`config.mk`:
```
export PLATFORM = sky130hd
export DESIGN_NAME = bin_to_bcd_disp
export DESIGN_NICKNAME = d
export VERILOG_FILES = /design/src/rtl/bin_to_bcd_disp_pkg.sv /design/src/rtl/bin_to_bcd_disp_bcd_digit_adj.sv /design/src/rtl/bin_to_bcd_disp.sv
export SDC_FILE = /design/constraint.sdc
export NUM_CORES = 1
export LEC_CHECK = 0
export CAP_MARGIN = 20
export CORE_MARGIN = 2
export CORE_UTILIZATION = 49
export CTS_CLUSTER_SIZE = 16
export DETAILED_ROUTE_END_ITERATION = 8
export HOLD_SLACK_MARGIN = 0.06
export PLACE_DENSITY = 0.76
export SYNTH_ARGS = -nofsm -noshare
export SYNTH_HDL_FRONTEND = slang
export SYNTH_SLANG_ARGS = --single-unit
```
`constraint.sdc`:
```
create_clock -name CLK -period 1.6 [get_ports CLK]
set_input_delay 0.32 -clock CLK [delete_from_list [all_inputs] [get_ports CLK]]
set_output_delay 0.32 -clock CLK [all_outputs]
set_load 0.01 [all_outputs]
```
`src/rtl/bin_to_bcd_disp_pkg.sv`:
```
// Shared constants and state encoding for the binary-to-BCD display converter.
package bin_to_bcd_disp_pkg;

  localparam int unsigned DISP_DIGITS     = 32'd8;
  localparam logic [3:0]  BCD_ADJ_THRESH  = 4'd5;
  localparam logic [3:0]  BCD_ADJ_ADD     = 4'd3;
  localparam logic [31:0] OVF_HEX_PATTERN = 32'hFFFF_FFFF;
  localparam logic [7:0]  DISP_OFF_ZERO   = 8'hFE;
  localparam int unsigned MAX_DISP_VALUE  = 32'd99_999_999;

  typedef enum logic [1:0] {
    IDLE   = 2'd0,
    SHIFT  = 2'd1,
    COMMIT = 2'd2
  } state_e;

endpackage

```
`src/rtl/bin_to_bcd_disp_bcd_digit_adj.sv`:
```
// Double-dabble correction cell: a BCD digit of 5 or more gets 3 added before the shift.
module bcd_digit_adj
  import bin_to_bcd_disp_pkg::*;
(
  input  logic [3:0] digit,
  output logic [3:0] adj
);

  // Add-3 correction so the following left shift carries into the next digit
  always_comb begin
    if (digit >= BCD_ADJ_THRESH) begin
      adj = digit + BCD_ADJ_ADD;
    end else begin
      adj = digit;
    end
  end

endmodule

```
`src/rtl/bin_to_bcd_disp.sv`:
```
// Iterative binary-to-BCD converter with leading-zero blanking and overflow,
// feeding the 8-digit seven-segment driver through a START/BUSY/DONE handshake.
module bin_to_bcd_disp
  import bin_to_bcd_disp_pkg::*;
#(
  parameter int BIN_W  = 27,
  parameter int DIGITS = DISP_DIGITS
) (
  input  logic                  CLK,
  input  logic                  RST,
  input  logic                  START,
  input  logic [BIN_W-1:0]      BIN_IN,
  input  logic                  LZB,
  output logic                  BUSY,
  output logic                  DONE,
  output logic [4*DIGITS-1:0]   HEX_OUT,
  output logic [DIGITS-1:0]     DISP_OFF,
  output logic                  OVF
);

  localparam int CNT_W = $clog2(BIN_W + 1);
  localparam int BCD_W = 4 * DIGITS;

  localparam logic [DIGITS-1:0] OFF_ZERO = DIGITS'(DISP_OFF_ZERO);
  localparam logic [BCD_W-1:0]  OVF_HEX  = BCD_W'(OVF_HEX_PATTERN);

  state_e             state_r;
  logic [CNT_W-1:0]   cnt_r;
  logic [BIN_W-1:0]   sh_r;
  logic [BCD_W-1:0]   bcd_r;
  logic               lzb_r;
  logic               ovf_pend_r;

  logic [BCD_W-1:0]   adj_s;
  logic [DIGITS-1:0]  mask_s;
  logic               ovf_s;

  // Narrower inputs can never exceed the display range
  generate
    if (BIN_W >= 27) begin : g_ovf_cmp
      assign ovf_s = (BIN_IN > BIN_W'(MAX_DISP_VALUE));
    end else begin : g_ovf_none
      assign ovf_s = 1'b0;
    end
  endgenerate

  generate
    for (genvar g = 0; g < DIGITS; g++) begin : g_adj
      bcd_digit_adj u_adj (
        .digit (bcd_r[4*g +: 4]),
        .adj   (adj_s[4*g +: 4])
      );
    end
  endgenerate

  // Blank every digit above the most significant nonzero one; digit 0 always shows
  always_comb begin
    logic seen_nz;
    seen_nz = 1'b0;
    mask_s  = '0;
    for (int i = DIGITS - 1; i >= 1; i--) begin
      seen_nz   = seen_nz | (bcd_r[4*i +: 4] != 4'd0);
      mask_s[i] = lzb_r & ~seen_nz;
    end
  end

  // Conversion FSM with registered handshake and display outputs
  always_ff @(posedge CLK) begin
    if (RST) begin
      state_r    <= IDLE;
      cnt_r      <= '0;
      sh_r       <= '0;
      bcd_r      <= '0;
      lzb_r      <= 1'b0;
      ovf_pend_r <= 1'b0;
      BUSY       <= 1'b0;
      DONE       <= 1'b0;
      OVF        <= 1'b0;
      HEX_OUT    <= '0;
      DISP_OFF   <= OFF_ZERO;
    end else begin
      DONE <= 1'b0;
      case (state_r)
        IDLE: begin
          if (START) begin
            sh_r       <= BIN_IN;
            bcd_r      <= '0;
            lzb_r      <= LZB;
            ovf_pend_r <= ovf_s;
            cnt_r      <= CNT_W'(BIN_W);
            BUSY       <= 1'b1;
            state_r    <= SHIFT;
          end
        end
        SHIFT: begin
          // Carry out of the top digit falls off the truncating cast
          bcd_r <= BCD_W'({adj_s, sh_r[BIN_W-1]});
          sh_r  <= sh_r << 1;
          cnt_r <= cnt_r - CNT_W'(1);
          if (cnt_r == CNT_W'(1)) begin
            state_r <= COMMIT;
          end
        end
        COMMIT: begin
          if (ovf_pend_r) begin
            HEX_OUT  <= OVF_HEX;
            DISP_OFF <= '0;
            OVF      <= 1'b1;
          end else begin
            HEX_OUT  <= bcd_r;
            DISP_OFF <= mask_s;
            OVF      <= 1'b0;
          end
          DONE    <= 1'b1;
          BUSY    <= 1'b0;
          state_r <= IDLE;
        end
        default: begin
          BUSY    <= 1'b0;
          state_r <= IDLE;
        end
      endcase
    end
  end

endmodule
```
# Word-level counts from Yosys, hierarchy flattened
# Index checks and enable logic that the tools add are counted.
[word_totals]
register_bits = 111
in_bits = 31
out_inout_bits = 43
wordCells = 91
[op_classes]
n_addsub = 9
n_lt_le_gt_ge = 9
eq_ne = 5
muxes = 23
bitwise_logic = 21
reduce_logical = 13
[ops]
columns = ["operator", "n"]
rows = [
  ["two-way mux 32 bit", 2],
  ["case mux 32 bit (2 select lines)", 1],
  ["case mux 27 bit (2 select lines)", 1],
  ["greater-or-equal comparator 4 x 3 -> 1 bit, second input constant", 8],
  ["adder 4 x 2 -> 4 bit, second input constant", 7],
  ["two-way mux 4 bit", 7],
  ["nonzero test 4 bit", 7],
  ["greater-than comparator 27 bit, second input constant", 1],
  ["two-way mux 27 bit", 1],
  ["case mux 5 bit (2 select lines)", 1],
  ["two-way mux 8 bit", 1],
  ["NOT 1 bit", 8],
  ["AND reduction 2 bit", 4],
  ["AND 1 bit", 7],
  ["OR 1 bit", 6],
  ["== test 5 x 1 -> 1 bit, second input constant", 1],
  ["two-way mux 5 bit", 1],
  ["subtractor 5 x 1 -> 5 bit, second input constant", 1],
  ["two-way mux 2 bit", 2],
  ["inequality test 2 bit, second input constant", 2],
  ["case mux 2 bit (2 select lines)", 1],
  ["adder 3 x 2 -> 3 bit, second input constant", 1],
  ["two-way mux 1 bit", 3],
  ["two-way mux 3 bit", 1],
  ["other kinds (5)", 5],
]

# Depth between registers and ports, before layout
[logic_depth]
depth_word = 10
ltp_mapped = 7
ltp_nobuf = 7

# Modules after synthesis
# From an unflattened synthesis, not the netlist that was laid out.
[unflattened]
hier_cells = 578
area_unflattened_um2 = 4873.4
[modules_own_cells]
columns = ["mod", "instances", "cells_per_inst", "area_per_inst_um2", "seq_area_each_um2"]
rows = [
  ["bin_to_bcd_disp", 1, 450, 4062.6, 2202.1],
  ["bcd_digit_adj", 8, 16, 101.3, 0.0],
]

# Worst setup path after synthesis
# OpenSTA, ideal clock, no wires.
[synth_path]
path_kind = "flip-flop to flip-flop"
startpoint = "reg bcd_r[28]"
endpoint = "reg DISP_OFF[1]"
setup_ns = 0.069
t_arrival_ns = 1.698
t_required_ns = 1.531
setup_slack_ns = -0.167
path_stages_with_launch = 8
n_path_buf = 0
synth_period_minus_slack_ns = 1.767
cell_sequence = "dfxtp_1 inv_1 ha_1 nand3b_4 or4b_4 nor4_4 nand4_1 o21ai_1"
[synth_via]
elab_chain_cells = 10
[synth_rtl]
columns = ["element", "line", "rtl"]
rows = [
  ["start, declared", "bin_to_bcd_disp.sv:30", "logic [BCD_W-1:0] bcd_r;"],
  ["start signal, assigned", "bin_to_bcd_disp.sv:97", "bcd_r <= BCD_W'({adj_s, sh_r[BIN_W-1]});"],
  ["nonzero test 4 bit", "bin_to_bcd_disp.sv:62", "seen_nz = seen_nz | (bcd_r[4*i +: 4] != 4'd0);"],
  ["OR 1 bit (6 in a row)", "bin_to_bcd_disp.sv:62", ""],
  ["NOT 1 bit", "bin_to_bcd_disp.sv:63", "mask_s[i] = lzb_r & ~seen_nz;"],
  ["AND 1 bit", "bin_to_bcd_disp.sv:63", ""],
  ["two-way mux 8 bit", "bin_to_bcd_disp.sv:105", "if (ovf_pend_r) begin"],
  ["end signal, assigned", "bin_to_bcd_disp.sv:111", "DISP_OFF <= mask_s;"],
  ["end, declared", "bin_to_bcd_disp.sv:17", "output logic [DIGITS-1:0] DISP_OFF,"],
]
# No other way between the ends.
# A chain may end at the register's enable or synchronous reset.

# Final worst setup path
[layout_path]
startpoint = "reg bcd_r[29]"
endpoint = "reg DISP_OFF[5]"
[layout_via]
elab_chain_cells = 6
[layout_rtl]
columns = ["element", "line"]
rows = [
  ["nonzero test 4 bit", "bin_to_bcd_disp.sv:62"],
  ["OR 1 bit (2 in a row)", "bin_to_bcd_disp.sv:62"],
  ["NOT 1 bit", "bin_to_bcd_disp.sv:63"],
  ["AND 1 bit", "bin_to_bcd_disp.sv:63"],
  ["two-way mux 8 bit", "bin_to_bcd_disp.sv:105"],
]
# No other way between the ends.

==> flow_summary_export.csv <==
group,metric,value,unit
run_status,outcome,"complete, but fails checks",
run_status,failed_checks,"negative setup slack",
setup_path,crit_path_start_kind,"flip-flop",
place,gp_routability_congestion,0.893,
floorplan,ioPinCount,74,
place,place.port_buffers,72,
clock_tree,clock-root-buffer,"sky130_fd_sc_hd__clkbuf_8",
setup_path,crit_top_cell,"sky130_fd_sc_hd__inv_2",
floorplan,die-width,105,um
power,swShare,0.267,
detailed_routing,routed_wire_length_per_instance,14.9,um
power,clockPowerShare,0.306,
detailed_routing,initialDrtViolationCount,270,
power,p_per_area,784,nW/um^2
logic_synthesis,postSynth.topFlopCell,"sky130_fd_sc_hd__dfxtp_1",
global_routing,antenna_found_initial,0,
sta,slew_violations,0,
setup_path,worst-endpoint-required,1900,ps
setup_path,endpoint_kind,"flip-flop",
clock_tree,tritoncts.num_buffers,9,
logic_synthesis,syn-instance-count,620,
sta,hold-worst-slack,188,ps
logic_synthesis,postSynthRegisterBits,110,
clock_tree,clock_tree.htree_level_count,3,
clock_tree,clock_latency,370,ps
logic_synthesis,yosys.area.top_type_share,0.440,
cells_and_area,layout-drive-gt1-share,0.158,
floorplan,die-area,11000,um^2
detailed_routing,drc,0,
cells_and_area,num-fill-cells,802,
clock_tree,cts.sink_count,110,
setup_path,timing_worst_setup_path_type,"reg -> reg",
logic_synthesis,synth_async_sr_flop_share,0,
setup_path,reg2reg_from,"bcd_r[29]",
logic_synthesis,synth.net_count,676,
global_routing,grt_start_max_net_pins,63,
sta,clock-skew-final,8.48,ps
cells_and_area,finalNetCount,781,
sta,fmaxAchievable,588,MHz
logic_synthesis,avgSynthCellArea,8.07,um^2
cells_and_area,num_antenna_cells,0,
setup_path,cp_cell_sequence,"inv_2 > ha_4 > nand3b_4 > or4b_4 > nor4_4 > buf_4 > inv_2 > o21ai_1",
global_routing,grt.total_usage,0.235,
logic_synthesis,syn_area,5010,um^2
sta,grt_setup_unrepaired,"true",
setup_path,worstSetupStartpoint,"bcd_r[29]",
min_path,min-delay-start,"RST",
setup_path,cpMaxStageDelayCell,"sky130_fd_sc_hd__or4b_4",
logic_synthesis,synth.lib_cells_used.distinct,41,
logic_synthesis,synth_enable_flop_cells,0,
setup_path,largest_stage_delay_on_the_critical_path,500,ps
job,timing.max_cap.violations,0,
clock_tree,ctsLongestPathBuffers,2,
power,p_total,0.00521,W
logic_synthesis,synth_top_area_cell,"sky130_fd_sc_hd__dfxtp_1",
power,cell_internal_pwr,0.00382,W
detailed_routing,firstDrtPassIters,4,
logic_synthesis,ys_seq_area_frac,0.440,
clock_tree,clkSlewWorstSetupHoldPaths,100,ps
min_path,min_path_type,"in -> reg",
power,seq_power_share,0.556,
place,placement.setup.worst_slack,-247,ps
cells_and_area,final_cell_mix,"sky130_fd_sc_hd__dfxtp_1 (105), sky130_fd_sc_hd__nor3_1 (82), sky130_fd_sc_hd__a21oi_1 (67)",
power,p_leak,3.00,nW
detailed_routing,antenna_left,0,
cells_and_area,syn_to_final_growth,32.7,%
sta,period_needed,1700,ps
floorplan,initial_utilization,0.507,
logic_synthesis,synth_warnings,0,
power,pwr-share-comb,0.139,
floorplan,num_rows,36,
detailed_routing,totalWireLength,12.9,mm
sta,finalSetupViolCount,4,
setup_path,crit_fanout,3,
cells_and_area,final-instance-count-excl-fill,863,
detailed_routing,via_count,4809,
place,place_hpwl,8.71,mm
floorplan,fp.dieH,105,um
cells_and_area,layout.core_utilization,0.673,
floorplan,core_region_area,9860,um^2
clock_tree,tritoncts,"done",
logic_synthesis,yosys-top-cells-area,"sky130_fd_sc_hd__dfxtp_1 (44%), sky130_fd_sc_hd__nor3_1 (8.2%), sky130_fd_sc_hd__a21oi_1 (7.6%)",
power,power.switching,0.00139,W
sta,layout_worst_path_cycle_share,1.06,
sta,report.final.hold_viol_count,0,
cells_and_area,leading_cell_type_in_the_layout_fill_and_taps_excluded,"sky130_fd_sc_hd__dfxtp_1",
global_routing,grt_pass1_vias,4681,
detailed_routing,viasPerCell,5.57,
global_routing,grt.overflow.total,0,
power,vdd_ir_drop_max,0.488,mV
setup_path,critPathArrivalTime,2000,ps
place,post-place-cells,843,
sta,layout_setup_ws,-100,ps
global_routing,wire_length_of_the_first_global_routing_pass,21.5,mm
==> worst paths after layout <==
kind / depth (start not counted) / slack (ps) / endpoint
worst min register to register: 2 / 460 / sh_r[24]
worst max register to register: 8 / -100 / DISP_OFF[5]
worst max-delay path: 8 / -100 / DISP_OFF[5]
worst min-delay path: 2 / 190 / sh_r[26]
==> registers in the layout, summed over array words and instances (netlist names), 2 cells and up <==
register  count
HEX_OUT      32
DISP_OFF      7
state_r       2
cnt_r         5
sh_r         27
bcd_r        32
==> kinds of logic (layout without fill, tap and decap cells) <==
| family | count (synthesis) | count (layout) | synth area share |
|---|---|---|---|
| DFF | 110 | 110 | 0.440 |
| other | 1 | 1 | 0.000749 |
| and+or+nand+nor | 261 | 261 | 0.256 |
| AOI/OAI and AO/OA | 143 | 143 | 0.164 |
| muxes | 3 | 3 | 0.00600 |
| buffers and inverters | 66 | 176 | 0.0515 |
| xor gates and xnor gates | 11 | 11 | 0.0192 |
| adders and majority gates | 25 | 25 | 0.0625 |
==> worst max-delay path: cells and delay by family, from the launching register on <==
kind	cells	cell delay, ps
adder cells (fa/ha/maj)	1	140
buffers and inverters	3	260
AND/OR/NAND/NOR	3	780
AO/OA/AOI/OAI	1	110
flip-flops	1	340
==> synthesized netlist by cell type (2+ instances only) <==
| cell | n |
|---|---|
| sky130_fd_sc_hd__xnor2_1 | 9 |
| sky130_fd_sc_hd__nand3_1 | 30 |
| sky130_fd_sc_hd__a211oi_1 | 2 |
| sky130_fd_sc_hd__a22oi_1 | 26 |
| sky130_fd_sc_hd__a21oi_1 | 76 |
| sky130_fd_sc_hd__nand2_1 | 56 |
| sky130_fd_sc_hd__nand2b_1 | 11 |
| sky130_fd_sc_hd__nor4_1 | 4 |
| sky130_fd_sc_hd__nand4_1 | 4 |
| sky130_fd_sc_hd__nor2_1 | 52 |
| sky130_fd_sc_hd__o31ai_1 | 4 |
| sky130_fd_sc_hd__a211o_1 | 2 |
| sky130_fd_sc_hd__and3_1 | 2 |
| sky130_fd_sc_hd__o21ai_1 | 2 |
| sky130_fd_sc_hd__a31oi_1 | 5 |
| sky130_fd_sc_hd__o211ai_1 | 4 |
| sky130_fd_sc_hd__o21ai_0 | 21 |
| sky130_fd_sc_hd__inv_1 | 20 |
| sky130_fd_sc_hd__clkbuf_1 | 37 |
| sky130_fd_sc_hd__nor3_1 | 82 |
| sky130_fd_sc_hd__buf_1 | 3 |
| sky130_fd_sc_hd__and2_1 | 5 |
| sky130_fd_sc_hd__nor2b_1 | 3 |
| sky130_fd_sc_hd__ha_1 | 25 |
| sky130_fd_sc_hd__dfxtp_1 | 110 |
| sky130_fd_sc_hd__buf_2 | 5 |
| sky130_fd_sc_hd__mux2i_1 | 3 |
| sky130_fd_sc_hd__xor2_1 | 2 |
| sky130_fd_sc_hd__nand3b_1 | 3 |
==> final cells by class <==
cell class | instances | area (um^2) | area share
clock buffer | 12 | 155 | 0.0234
clock inverter | 4 | 31.3 | 0.00471
inverter | 20 | 75.1 | 0.0113
multi-input combinational | 444 | 2640 | 0.397
sequential | 110 | 2210 | 0.332
tap | 133 | 166 | 0.0251
timing repair buffer | 140 | 1370 | 0.206
==> layer usage <==
metal	vias up	wire length, um	global-route usage
met5	-	0	0
met4	0	299	0.104
met3	25	573	0.0293
met2	141	6350	0.398
met1	2268	5680	0.300
li1	2375	-	-
==> repair_timing <==
action                                 4_1_cts  5_1_grt
endpoints found under the hold margin        0        0
setup buffers                                2        3
setup endpoints to repair                   14       62
hold buffers                                 0        0
gates resized for setup                     13       49
pin swaps                                    6        6
cloned                                       0        0
==> power groups by stage <==
| stage | Clock, W | Combinational, W | Sequential, W |
|---|---|---|---|
| after global routing | 0.00176 | 0.000789 | 0.00291 |
| after CTS | 0.00161 | 0.000715 | 0.00289 |
| after global placement | 0 | 0.000690 | 0.00295 |
| after detailed placement | 0 | 0.000711 | 0.00296 |
| after floorplan | 0 | 0.000359 | 0.00295 |
| final | 0.00159 | 0.000722 | 0.00289 |
==> through the flow <==
stage | TNS (ps) | cell area [um^2]
after floorplan | 0 | 5020
after global placement | -4340 | 6280
after detailed placement | -4960 | 6280
after CTS | -332 | 6500
after global routing | -820 | 6640
final | -269 | 6640
(Power assumes the default switching activity.)
